## config.mk

```make
export PLATFORM = sky130hd
export DESIGN_NAME = uart_packet_wrapper_tx
export DESIGN_NICKNAME = d
export VERILOG_FILES = /design/src/rtl/uart_pkt_pkg.sv /design/src/rtl/crc8_j1850_serial.sv /design/src/rtl/uart_packet_wrapper_tx.sv
export SDC_FILE = /design/constraint.sdc
export NUM_CORES = 1
export LEC_CHECK = 0
export CORE_UTILIZATION = 55
export DETAILED_ROUTE_END_ITERATION = 8
export PLACE_DENSITY = 0.83
export SETUP_SLACK_MARGIN = 0.2
export SLEW_MARGIN = 25
export SYNTH_ARGS = -nofsm -noshare
export SYNTH_HDL_FRONTEND = slang
export SYNTH_SLANG_ARGS = --single-unit
```

## constraint.sdc

```tcl
create_clock -name clk -period 12.4 [get_ports clk]
set_input_delay 2.48 -clock clk [delete_from_list [all_inputs] [get_ports clk]]
set_output_delay 2.48 -clock clk [all_outputs]
set_load 0.005 [all_outputs]
```

## src/rtl/uart_pkt_pkg.sv

```systemverilog
// Shared constants and state encoding for the UART packet wrappers.
// Both the transmit and receive ends import this package.
package uart_pkt_pkg;

    localparam logic [7:0] SOF         = 8'h8F;
    localparam logic [7:0] CRC8_POLY   = 8'h1D;
    localparam logic [7:0] CRC8_INIT   = 8'hFF;
    localparam int         MAX_PAYLOAD = 10;

    typedef enum logic [2:0] {
        IDLE,
        HDR,
        ADDR,
        COUNT,
        DATA,
        CRC
    } tx_state_t;

endpackage

```

## src/rtl/crc8_j1850_serial.sv

```systemverilog
// Bit-serial CRC-8 (SAE J1850): a byte is XORed in, then shifted out over 8 cycles.
// The receive wrapper uses the same block, so both ends agree bit for bit.
module crc8_j1850_serial
    import uart_pkt_pkg::*;
#(
    parameter logic [7:0] POLY = CRC8_POLY,
    parameter logic [7:0] INIT = CRC8_INIT
) (
    input  logic       clk,
    input  logic       reset,
    input  logic       init,
    input  logic       load,
    input  logic [7:0] data_in,
    output logic [7:0] crc,
    output logic       busy
);

    logic [3:0] bit_cnt;
    logic [7:0] shifted;

    assign shifted = crc[7] ? ({crc[6:0], 1'b0} ^ POLY) : {crc[6:0], 1'b0};
    assign busy    = (bit_cnt != 4'd0);

    always_ff @(posedge clk or posedge reset) begin
        if (reset) begin
            crc     <= INIT;
            bit_cnt <= 4'd0;
        end else if (init) begin
            crc     <= INIT;
            bit_cnt <= 4'd0;
        end else if (load) begin
            crc     <= crc ^ data_in;
            bit_cnt <= 4'd8;
        end else if (busy) begin
            crc     <= shifted;
            bit_cnt <= bit_cnt - 4'd1;
        end
    end

endmodule

```

## src/rtl/uart_packet_wrapper_tx.sv

```systemverilog
// Frames SOF, address, length, payload and CRC-8 for the byte-wide UART TX engine.
// A byte goes out only when the UART is ready and the CRC engine has finished the previous one.
module uart_packet_wrapper_tx
    import uart_pkt_pkg::*;
#(
    parameter int         MAX_PAYLOAD = uart_pkt_pkg::MAX_PAYLOAD,
    parameter logic [7:0] POLY        = CRC8_POLY,
    parameter logic [7:0] CRC_INIT    = CRC8_INIT
) (
    input  logic                     clk,
    input  logic                     reset,
    input  logic                     uartDisabled,
    input  logic                     tx_start,
    input  logic [6:0]               tx_address,
    input  logic [8*MAX_PAYLOAD-1:0] tx_data,
    input  logic [7:0]               tx_payload_len,
    input  logic                     uart_tx_ready,
    output logic [7:0]               uart_tx_data,
    output logic                     uart_tx_val,
    output logic                     tx_busy,
    output logic                     tx_done,
    output logic                     tx_error
);

    tx_state_t state, next_state;

    logic [6:0]               addr_q;
    logic [7:0]               len_q;
    logic [8*MAX_PAYLOAD-1:0] data_q;
    logic [7:0]               idx;

    logic       start_req;
    logic       bad_len;
    logic       accept;
    logic       abort;
    logic       issue;
    logic       crc_load;
    logic       crc_busy;
    logic [7:0] crc_val;
    logic [7:0] tx_byte;

    crc8_j1850_serial #(
        .POLY (POLY),
        .INIT (CRC_INIT)
    ) u_crc (
        .clk     (clk),
        .reset   (reset),
        .init    (accept),
        .load    (crc_load),
        .data_in (tx_byte),
        .crc     (crc_val),
        .busy    (crc_busy)
    );

    always_comb begin
        start_req = (state == IDLE) && tx_start && !uartDisabled;
        bad_len   = (tx_payload_len == 8'd0) ||
                    (tx_payload_len > 8'(MAX_PAYLOAD));
        accept    = start_req && !bad_len;
        abort     = (state != IDLE) && uartDisabled;
        issue     = (state != IDLE) && !uartDisabled &&
                    uart_tx_ready && !crc_busy;
        crc_load  = issue && (state != CRC);
    end

    always_ff @(posedge clk or posedge reset) begin
        if (reset) begin
            state <= IDLE;
        end else begin
            state <= next_state;
        end
    end

    always_comb begin
        next_state = state;
        unique case (state)
            IDLE:  if (accept) next_state = HDR;
            HDR:   if (issue) next_state = ADDR;
            ADDR:  if (issue) next_state = COUNT;
            COUNT: if (issue) next_state = DATA;
            DATA:  if (issue && idx == 8'd0) next_state = CRC;
            CRC:   if (issue) next_state = IDLE;
            default: next_state = IDLE;
        endcase
        if (abort) next_state = IDLE;
    end

    always_comb begin
        tx_byte = 8'h00;
        unique case (state)
            HDR:   tx_byte = SOF;
            ADDR:  tx_byte = {1'b0, addr_q};
            COUNT: tx_byte = len_q;
            DATA:  tx_byte = data_q[{idx, 3'b000} +: 8];
            CRC:   tx_byte = crc_val;
            default: tx_byte = 8'h00;
        endcase
    end

    assign uart_tx_val  = issue;
    assign uart_tx_data = issue ? tx_byte : 8'h00;
    assign tx_busy      = (state != IDLE);

    // Payload index counts down so the MSB end of tx_data leaves first.
    always_ff @(posedge clk or posedge reset) begin
        if (reset) begin
            addr_q <= '0;
            len_q  <= '0;
            data_q <= '0;
            idx    <= '0;
        end else if (accept) begin
            addr_q <= tx_address;
            len_q  <= tx_payload_len;
            data_q <= tx_data;
            idx    <= tx_payload_len - 8'd1;
        end else if (issue && state == DATA) begin
            idx    <= idx - 8'd1;
        end
    end

    always_ff @(posedge clk or posedge reset) begin
        if (reset) begin
            tx_done  <= 1'b0;
            tx_error <= 1'b0;
        end else begin
            tx_done  <= issue && (state == CRC);
            tx_error <= (start_req && bad_len) || abort;
        end
    end

endmodule

```

==> flow_summary_export.csv, run 1 <==
group,metric,value,unit
critical_path,worstPathArrival,4.49,ns
critical_path,path_cells,"clkdlybuf4s50_1 > nand2b_1 > nor2_1 > nand2_1 > a21oi_1 > clkdlybuf4s50_1",
synth,post-synth-top-count-cell,"nand2_1",
placement,globalplace.congestion,0.8688,
synth,async_flop_share,100.0,%
routing,wl_per_cell,17.59,microns
synth,syn_area_per_cell,9.023,sq um
sta,setup_viol,0,
floorplanning,core-area,0.01089,sq mm
power_and_ir_drop,leakagePower,3.741,nW
synth,synth_seq_cells,120,
cts,cts.sinks,120,
synth,yosysTopAreaCellShare,45.34,%
routing,vias,5289,
critical_path,worstSetupPathType,"in -> out",
sta,max_freq,143.4,MHz
power_and_ir_drop,p_total,1.336,mW
sta,skew,0.008434,ns
sta,period_needed,6.972,ns
cts,cts_buffer_depth,2,
routing,drcViolationCount,0,
sta,hold_viol_final,0,
floorplanning,die_y,108.0,microns
synth,yosysUniqueCellTypes,69,
synth,synth-edff-count,0,
critical_path,crit_family,"buffers and inverters",
power_and_ir_drop,irDropWorstVdd,85.27,uV
grt,grt.met1_usage,37.98,%
cts,cts_setup_buffers,0,
floorplanning,chipWidth,108.0,microns
layout,fin_cells,931,
synth,syn-instance-count,685,
cts,cts_root_buffer,"clkbuf_8",
critical_path,endpoint_kind,"output pin",
synth,synthTopCellsByCount,"nand2_1, dfrtp_1, nor2_1, mux2i_1, buf_2",
layout,register_area,0.003013,sq mm
routing,dr.pass1.iters,5,
cts,cts_resized,0,
grt,met3_usage,7.474,%
grt,top_usage_layer,"met2",
grt,antenna_found_initial,0,
sta,rsz0062_at_grt,"no",
sta,fin_crit_sh,56.23,%
cts,ctsHoldBuffers,0,
sta,drv_slew,0,
layout,nets,880,
hold_path,hold_path_class,"reg -> reg",
synth,ys.flop_type,"dfrtp_1",
sta,max-slew-margin-rel,29.65,%
routing,wl,16370,microns
outcome,status,"finished, final reports clean",
critical_path,crit_top_cell,"clkdlybuf4s50_1",
routing,viasPerCell,5.681,
layout,n_antenna_cell,0,
cts,cts_tree,"done",
critical_path,cp_slowest_cell,"clkdlybuf4s50_1",
grt,grt_max_degree,110,
synth,syn-num-nets,787,
grt,grt_overflow,0,
floorplanning,dieArea,0.01167,sq mm
layout,fill_cells,789,
placement,port_buffers,111,
synth,ys_warn_count,0,
run,max-cap-violations,0,
placement,preCtsSetupSlack,5.473,ns
synth,yosysTopAreaCell,"dfrtp_1",
routing,drt_iter0_markers,486,
synth,seq_area_frac_synth,48.74,%
cts,htreeDepth,4,
layout,syn_to_final_growth,28.16,%
cts,clock_latency,0.53,ns
grt,grt_pass1_vias,5323,
synth,syn_area,0.006181,sq mm
sta,fin_setup_tns,0,ns
grt,grt.total_usage,29.91,%
critical_path,cp-start-kind,"primary input",
cts,path_clk_slew,0.05,ns
power_and_ir_drop,power_density,168.7,mW/mm^2
critical_path,crit_fanout,9,
floorplanning,initial_utilization,56.77,%
layout,drive_gt1_share,9.355,%
cts,cts_buffers,17,
synth,synth_area_leaders,"dfrtp_1, nand2_1, mux2i_1",
sta,setup_ws,5.428,ns
floorplanning,row_count,38,
critical_path,max_stage_delay,0.56,ns
placement,detailed_place_hpwl,10500,microns
placement,dp_cells,897,
sta,tightest_slew,1.055,ns
routing,ant_nets,0,
floorplanning,ios,112,
grt,grt_pass1_wl,26020,microns
critical_path,required,9.92,ns
layout,fin_util,72.75,%
grt,grt_use_met2,48.50,%
critical_path,crit_buf_inv,2,
layout,multi_input_area,0.002897,sq mm
[through the flow]
stage               area, sq um  hold WS, ns
CTS                        7890       0.4722
detailed placement         7277       0.4572
global route               7921       0.4940
global placement           7277       0.4534
finish                     7921       0.4712
floorplan                  6181       0.4373
[flip-flops by register name, indices dropped and copies added, names as in the netlist]
signal and flops:
len_q 8, tx_error 1, u_crc.crc 8, data_q 80, idx 8, addr_q 7
tx_done 1, u_crc.bit_cnt 4, state 3
[layout make-up]
type | count | area share, %
clock buffer | 24 | 5.939
inverter | 15 | 0.7424
tap | 140 | 2.211
clock inverter | 8 | 1.801
timing repair buffer | 116 | 14.71
sequential | 120 | 38.04
multi-input combinational | 508 | 36.57
[layout by cell type (no fill, tap or decap), types with 5 or more instances in the layout]
master / count
a21oi_1: 13
a22oi_1: 7
and2_1: 9
and3_1: 6
clkbuf_16: 16
clkdlybuf4s50_1: 111
dfrtp_1: 112
dfstp_2: 8
inv_1: 14
mux2i_1: 25
mux4_2: 5
nand2_1: 281
nor2_1: 27
nor2b_1: 9
nor3_1: 8
o211ai_1: 6
o21ai_0: 11
o22ai_1: 8
xnor2_1: 9
xor2_1: 5
[layer usage]
layer,vias up,wire (microns)
li1,2473,-
met1,2568,6684
met2,208,8056
met3,40,1118
met4,0,514
met5,-,0
[worst min-delay path, delay by kind of cell, from the launching register on]
family	cells	cell delay, ns
DFF	1	0.34
and+or+nand+nor	2	0.10
[final timing paths]
check                              from              end  slack [ns]  cells after the start
min in group asynchronous         reset         state[0]        2.43                      2
max in group asynchronous         reset       data_q[45]        8.69                      3
setup / recovery           uartDisabled  uart_tx_data[2]        5.43                      6
setup reg to reg               state[1]           idx[6]        8.91                     10
hold / removal               data_q[76]       data_q[76]        0.47                      2
hold reg to reg              data_q[76]       data_q[76]        0.47                      2
[cells by family (layout without fill, tap and decap cells)]
group | count (synthesis) | in the layout | synth area share, %
adders and majority gates | 2 | 2 | 0.4048
DFF | 120 | 120 | 48.74
buffers and inverters | 57 | 163 | 4.717
muxes | 36 | 36 | 7.692
xor gates and xnor gates | 14 | 14 | 1.984
AOI/OAI and AO/OA | 83 | 83 | 10.69
and+or+nand+nor | 373 | 373 | 25.77
[power breakdown]
group / internal (mW) / switching (mW)
combinational: 0.140 / 0.133
sequential: 0.477 / 0.0714
clock: 0.342 / 0.174
(Power assumes the default switching activity.)
==> run 2: changes to the inputs <==
--- a/config.mk
+++ b/config.mk
@@ -5,9 +5,9 @@
 export SDC_FILE = /design/constraint.sdc
 export NUM_CORES = 1
 export LEC_CHECK = 0
-export CORE_UTILIZATION = 55
+export CORE_UTILIZATION = 48
 export DETAILED_ROUTE_END_ITERATION = 8
-export PLACE_DENSITY = 0.83
+export PLACE_DENSITY = 0.77
 export SETUP_SLACK_MARGIN = 0.2
 export SLEW_MARGIN = 25
 export SYNTH_ARGS = -nofsm -noshare
==> constraint.sdc (replaced) <==
create_clock -name clk -period 6.25 [get_ports clk]
set_input_delay 1.25 -clock clk [delete_from_list [all_inputs] [get_ports clk]]
set_output_delay 1.25 -clock clk [all_outputs]
set_load 0.005 [all_outputs]
==> flow_summary_export.csv, run 2 (synthesis gave the netlist of run 1 again) <==
group,metric,value,unit
layout,fin_cells,965,
cts,cts_resized,0,
routing,wl,15570,microns
sta,setup_ws,1.789,ns
critical_path,cp-start-kind,"primary input",
floorplanning,core-area,0.01257,sq mm
critical_path,endpoint_kind,"output pin",
sta,period_needed,4.461,ns
cts,cts.sinks,120,
layout,n_antenna_cell,0,
critical_path,required,5.00,ns
power_and_ir_drop,clockPowerShare,37.4,%
placement,dp_cells,931,
layout,final_common_cell,"nand2_1",
cts,ctsHoldBuffers,0,
power_and_ir_drop,p_int,1.856,mW
layout,multi_input_area,0.002897,sq mm
routing,ant_nets,0,
placement,preCtsSetupSlack,1.808,ns
run,max-cap-violations,0,
floorplanning,chipWidth,115.5,microns
sta,max-slew-margin-rel,32.99,%
routing,vias,5241,
layout,final_cell_mix,"nand2_1, dfrtp_1, clkdlybuf4s50_1, nor2_1, mux2i_1",
grt,grt_pass1_vias,5131,
floorplanning,die_y,115.5,microns
routing,drcViolationCount,0,
sta,fin_setup_tns,0,ns
routing,drt_iter0_markers,315,
layout,fill_cells,1052,
cts,cts_root_buffer,"clkbuf_16",
floorplanning,ios,112,
critical_path,crit_path_start,"uartDisabled",
grt,antenna_found_initial,0,
hold_path,hp-start,"data_q[59]",
sta,tightest_slew,1.005,ns
grt,grt.total_usage,25.34,%
layout,syn_to_final_growth,28.97,%
cts,path_clk_slew,0.05,ns
grt,grt_pass1_wl,25340,microns
placement,globalplace.congestion,0.9104,
sta,setup_viol,0,
routing,viasPerCell,5.431,
cts,clock_latency,0.41,ns
power_and_ir_drop,leakagePower,3.744,nW
power_and_ir_drop,power_frac_comb,21.1,%
floorplanning,initial_utilization,49.18,%
cts,cts_buffer_depth,2,
critical_path,crit_fanout,9,
sta,rsz0062_at_grt,"no",
sta,skew,0.004544,ns
cts,cts_tree,"done",
sta,holdWs,0.4711,ns
routing,dr.pass1.iters,5,
sta,fin_crit_sh,71.37,%
floorplanning,dieArea,0.01333,sq mm
placement,detailed_place_hpwl,10700,microns
grt,grt_overflow,0,
power_and_ir_drop,p_seq_share,41.5,%
critical_path,r2r_start,"state[1]",
layout,top_register,"data_q",
power_and_ir_drop,power_density,327.3,mW/mm^2
critical_path,worstSetupPathType,"in -> out",
floorplanning,row_count,41,
cts,cts_buffers,17,
sta,drv_slew,0,
sta,hold_viol_final,0,
power_and_ir_drop,switchingPower,0.7532,mW
routing,wl_per_cell,16.14,microns
grt,grt_max_degree,109,
placement,port_buffers,111,
power_and_ir_drop,switching_share,28.87,%
power_and_ir_drop,irDropWorstVdd,197.3,uV
cts,cts_setup_buffers,0,
hold_path,hold_path_class,"reg -> reg",
layout,nets,882,
layout,drive_gt1_share,10.09,%
outcome,status,"finished, final reports clean",
critical_path,worstPathArrival,3.21,ns
cts,htreeDepth,4,
sta,max_freq,224.2,MHz
layout,register_area,0.003013,sq mm
layout,largest_reg_flops,80,
run 2: cell count changes in the layout (fill, tap and decap cells not counted):
cell / before / now
inv_6: 0 / 1
clkinvlp_4: 1 / 3
clkbuf_1: 4 / 0
clkinv_2: 3 / 4
clkbuf_16: 16 / 17
buf_4: 2 / 4
buf_16: 0 / 1
bufinv_16: 4 / 2
clkinv_4: 0 / 1
buf_12: 1 / 0
run 2: worst max-delay path, stage by stage:
cell and delay, ns:
clkdlybuf4s50_1 0.55, nand2b_1 0.23, nor2_1 0.20, nand2_1 0.25
a21oi_1 0.21, clkdlybuf4s50_1 0.53
run 2: cell type report:
| class | instances | share of cell area, % |
|---|---|---|
| sequential | 120 | 37.80 |
| clock inverter | 11 | 1.507 |
| inverter | 15 | 0.7377 |
| timing repair buffer | 118 | 14.90 |
| tap | 172 | 2.700 |
| clock buffer | 21 | 6.027 |
| multi-input combinational | 508 | 36.34 |
run 2: routing by layer:
layer / vias to the layer above / GRT usage (%) / share of wire, %
met5: - / 0 / 0
met4: 0 / 12.12 / 3.3
met3: 36 / 4.603 / 6.4
met2: 214 / 41.52 / 48
met1: 2513 / 32.69 / 42
li1: 2478 / - / -
run 2: final timing paths:
path,to,slack [ns],cells past startpoint
worst max-delay path,uart_tx_data[1],1.79,6
worst min-delay path,data_q[59],0.47,2
worst max register to register,idx[6],3.05,10
worst min register to register,data_q[59],0.47,2
max in group asynchronous,data_q[50],4.22,3
min in group asynchronous,state[1],1.15,2
run 2: power groups by stage:
stage | Clock, mW | Sequential (mW) | Combinational, mW
after floorplan | 0 | 1.03 | 0.426
final | 0.976 | 1.08 | 0.549
after CTS | 0.986 | 1.08 | 0.551
after global routing | 1.02 | 1.10 | 0.608
after detailed placement | 0 | 1.09 | 0.542
after global placement | 0 | 1.08 | 0.523
run 2: through the flow:
step	area (sq um)	total power [mW]	utilization, %
6_report	7971	2.609	63.42
5_1_grt	7971	2.731	63.42
4_1_cts	7933	2.619	63.12
3_5_place_dp	7332	1.634	58.34
3_3_place_gp	7332	1.604	58.34
2_1_floorplan	6181	1.453	-
==> run 3: changes to the inputs <==
==> constraint.sdc (replaced) <==
create_clock -name clk -period 4 [get_ports clk]
set_input_delay 0.8 -clock clk [delete_from_list [all_inputs] [get_ports clk]]
set_output_delay 0.8 -clock clk [all_outputs]
set_load 0.005 [all_outputs]
==> flow_summary_export.csv, run 3 (synthesis gave the netlist of run 1 again) <==
group,metric,value,unit
power_and_ir_drop,power_density,503.7,mW/mm^2
cts,cts_buffer_depth,2,
layout,largest_reg_flops,80,
sta,skew,0.006567,ns
layout,drive_gt1_share,11.14,%
floorplanning,dieArea,0.01333,sq mm
routing,drt_iter0_markers,338,
critical_path,r2r_start,"state[1]",
run,max-cap-violations,0,
cts,path_clk_slew,0.06,ns
critical_path,crit_fanout,13,
routing,dr.pass1.iters,4,
placement,place_area,0.007398,sq mm
sta,max-slew-margin-rel,53.06,%
floorplanning,ios,112,
cts,cts.sinks,120,
layout,fin_util,63.67,%
placement,port_buffers,111,
layout,final_cell_mix,"nand2_1, clkdlybuf4s50_1, dfrtp_1, nor2_1, mux2i_1",
sta,max_freq,275.3,MHz
cts,clock_latency,0.42,ns
critical_path,cp-start-kind,"flop",
layout,fill_cells,1071,
cts,htreeDepth,4,
routing,top_layer,"met4",
routing,wl_met1,6993,microns
floorplanning,core-area,0.01257,sq mm
critical_path,endpoint_kind,"output pin",
sta,period_needed,3.633,ns
routing,drcViolationCount,0,
outcome,status,"finished, final reports clean",
hold_path,hold_path_class,"reg -> reg",
critical_path,required,3.20,ns
sta,tightest_slew,0.7040,ns
critical_path,worstPathArrival,2.83,ns
critical_path,crit_path_start,"idx[0]",
sta,holdWs,0.4676,ns
layout,final_common_cell,"nand2_1",
layout,final_area,0.008003,sq mm
critical_path,max_stage_delay,0.59,ns
sta,hold_viol_final,0,
routing,wl_met2,7696,microns
cts,ctsHoldBuffers,0,
critical_path,worstSetupPathType,"reg -> out",
layout,n_antenna_cell,0,
sta,setup_viol,0,
layout,multi_input_area,0.002904,sq mm
routing,viasPerCell,5.350,
routing,vias,5195,
cts,cts_buffers,17,
grt,grt.total_usage,26.09,%
sta,fin_crit_sh,90.82,%
floorplanning,initial_utilization,49.18,%
power_and_ir_drop,irDropWorstVdd,362.6,uV
placement,globalplace.congestion,0.8931,
placement,detailed_place_hpwl,11170,microns
grt,grt_pass1_wl,26090,microns
grt,grt_pass1_vias,5226,
hold_path,hp-start,"data_q[51]",
cts,cts_root_buffer,"clkbuf_16",
layout,nets,889,
grt,grt_overflow,0,
layout,syn_to_final_growth,29.47,%
critical_path,crit_buf_inv,1,
critical_path,cp_slowest_cell,"dfrtp_2",
grt,antenna_found_initial,0,
grt,grt_max_degree,73,
power_and_ir_drop,leakagePower,3.765,nW
critical_path,crit_top_cell,"nor2_1",
routing,wl_per_cell,16.51,microns
layout,top_register,"data_q",
power_and_ir_drop,p_total,4.031,mW
sta,rsz0062_at_grt,"no",
routing,ant_nets,0,
floorplanning,die_y,115.5,microns
sta,drv_slew,0,
layout,register_area,0.003019,sq mm
routing,wl_met3,1078,microns
cts,cts_tree,"done",
floorplanning,chipWidth,115.5,microns
floorplanning,row_count,41,
critical_path,path_cells,"or3b_1 > o22a_1 > a31oi_1 > nor2_1 > nor2_1 > clkdlybuf4s50_1",
routing,wl,16030,microns
critical_path,crit_family,"simple AND/OR/NAND/NOR gates",
sta,fin_setup_tns,0,ns
[run 3: per-stage QoR]
| step | setup slack [ns] | instances |
|---|---|---|
| 2_1_floorplan | 0.9323 | 685 |
| 3_3_place_gp | 0.4982 | 938 |
| 3_5_place_dp | 0.4016 | 938 |
| 4_1_cts | 0.3216 | 969 |
| 5_1_grt | 0.1993 | 971 |
| 6_report | 0.3673 | 971 |
[run 3: report_power, final]
part / internal [mW] / leakage [nW] / switching (mW) / total (mW)
Clock: 0.936 / 0.282 / 0.531 / 1.47
Combinational: 0.452 / 1.93 / 0.420 / 0.872
Sequential: 1.48 / 1.55 / 0.210 / 1.69
[run 3: cell type report]
class	count	area share [%]
Sequential cell	120	37.73
Multi-Input combinational cell	508	36.29
Timing Repair Buffer	125	15.51
Clock buffer	21	5.754
Tap cell	172	2.689
Clock inverter	10	1.282
Inverter	15	0.7505
[run 3: repair_timing]
action,4_1_cts,5_1_grt
pin swaps,0,0
resized for setup,2,4
cloned,0,0
setup buffers,0,0
endpoints found under the setup margin,2,3
[run 3: worst paths after layout]
kind,end,slack (ns),cells past startpoint
worst min-delay path,data_q[51],0.47,2
worst max register to register,idx[6],1.12,11
worst max-delay path,uart_tx_data[4],0.37,6
max in group asynchronous,data_q[74],2.37,4
worst min register to register,data_q[51],0.47,2
min in group asynchronous,data_q[55],0.71,2
[run 3: per-layer routing]
| layer | track usage (%) | vias to the layer above |
|---|---|---|
| met5 | 0 | - |
| met4 | 9.610 | 0 |
| met3 | 6.224 | 24 |
| met2 | 42.48 | 194 |
| met1 | 34.06 | 2489 |
| li1 | - | 2488 |
[run 3: worst register-to-register path: cells and delay by family (launching register included)]
family / cells / cell delay (ns)
flops: 1 / 0.60
buf+inv: 1 / 0.18
compound gates: 2 / 0.23
fa+ha+maj: 1 / 0.23
simple gates: 6 / 1.33
xor+xnor: 1 / 0.18
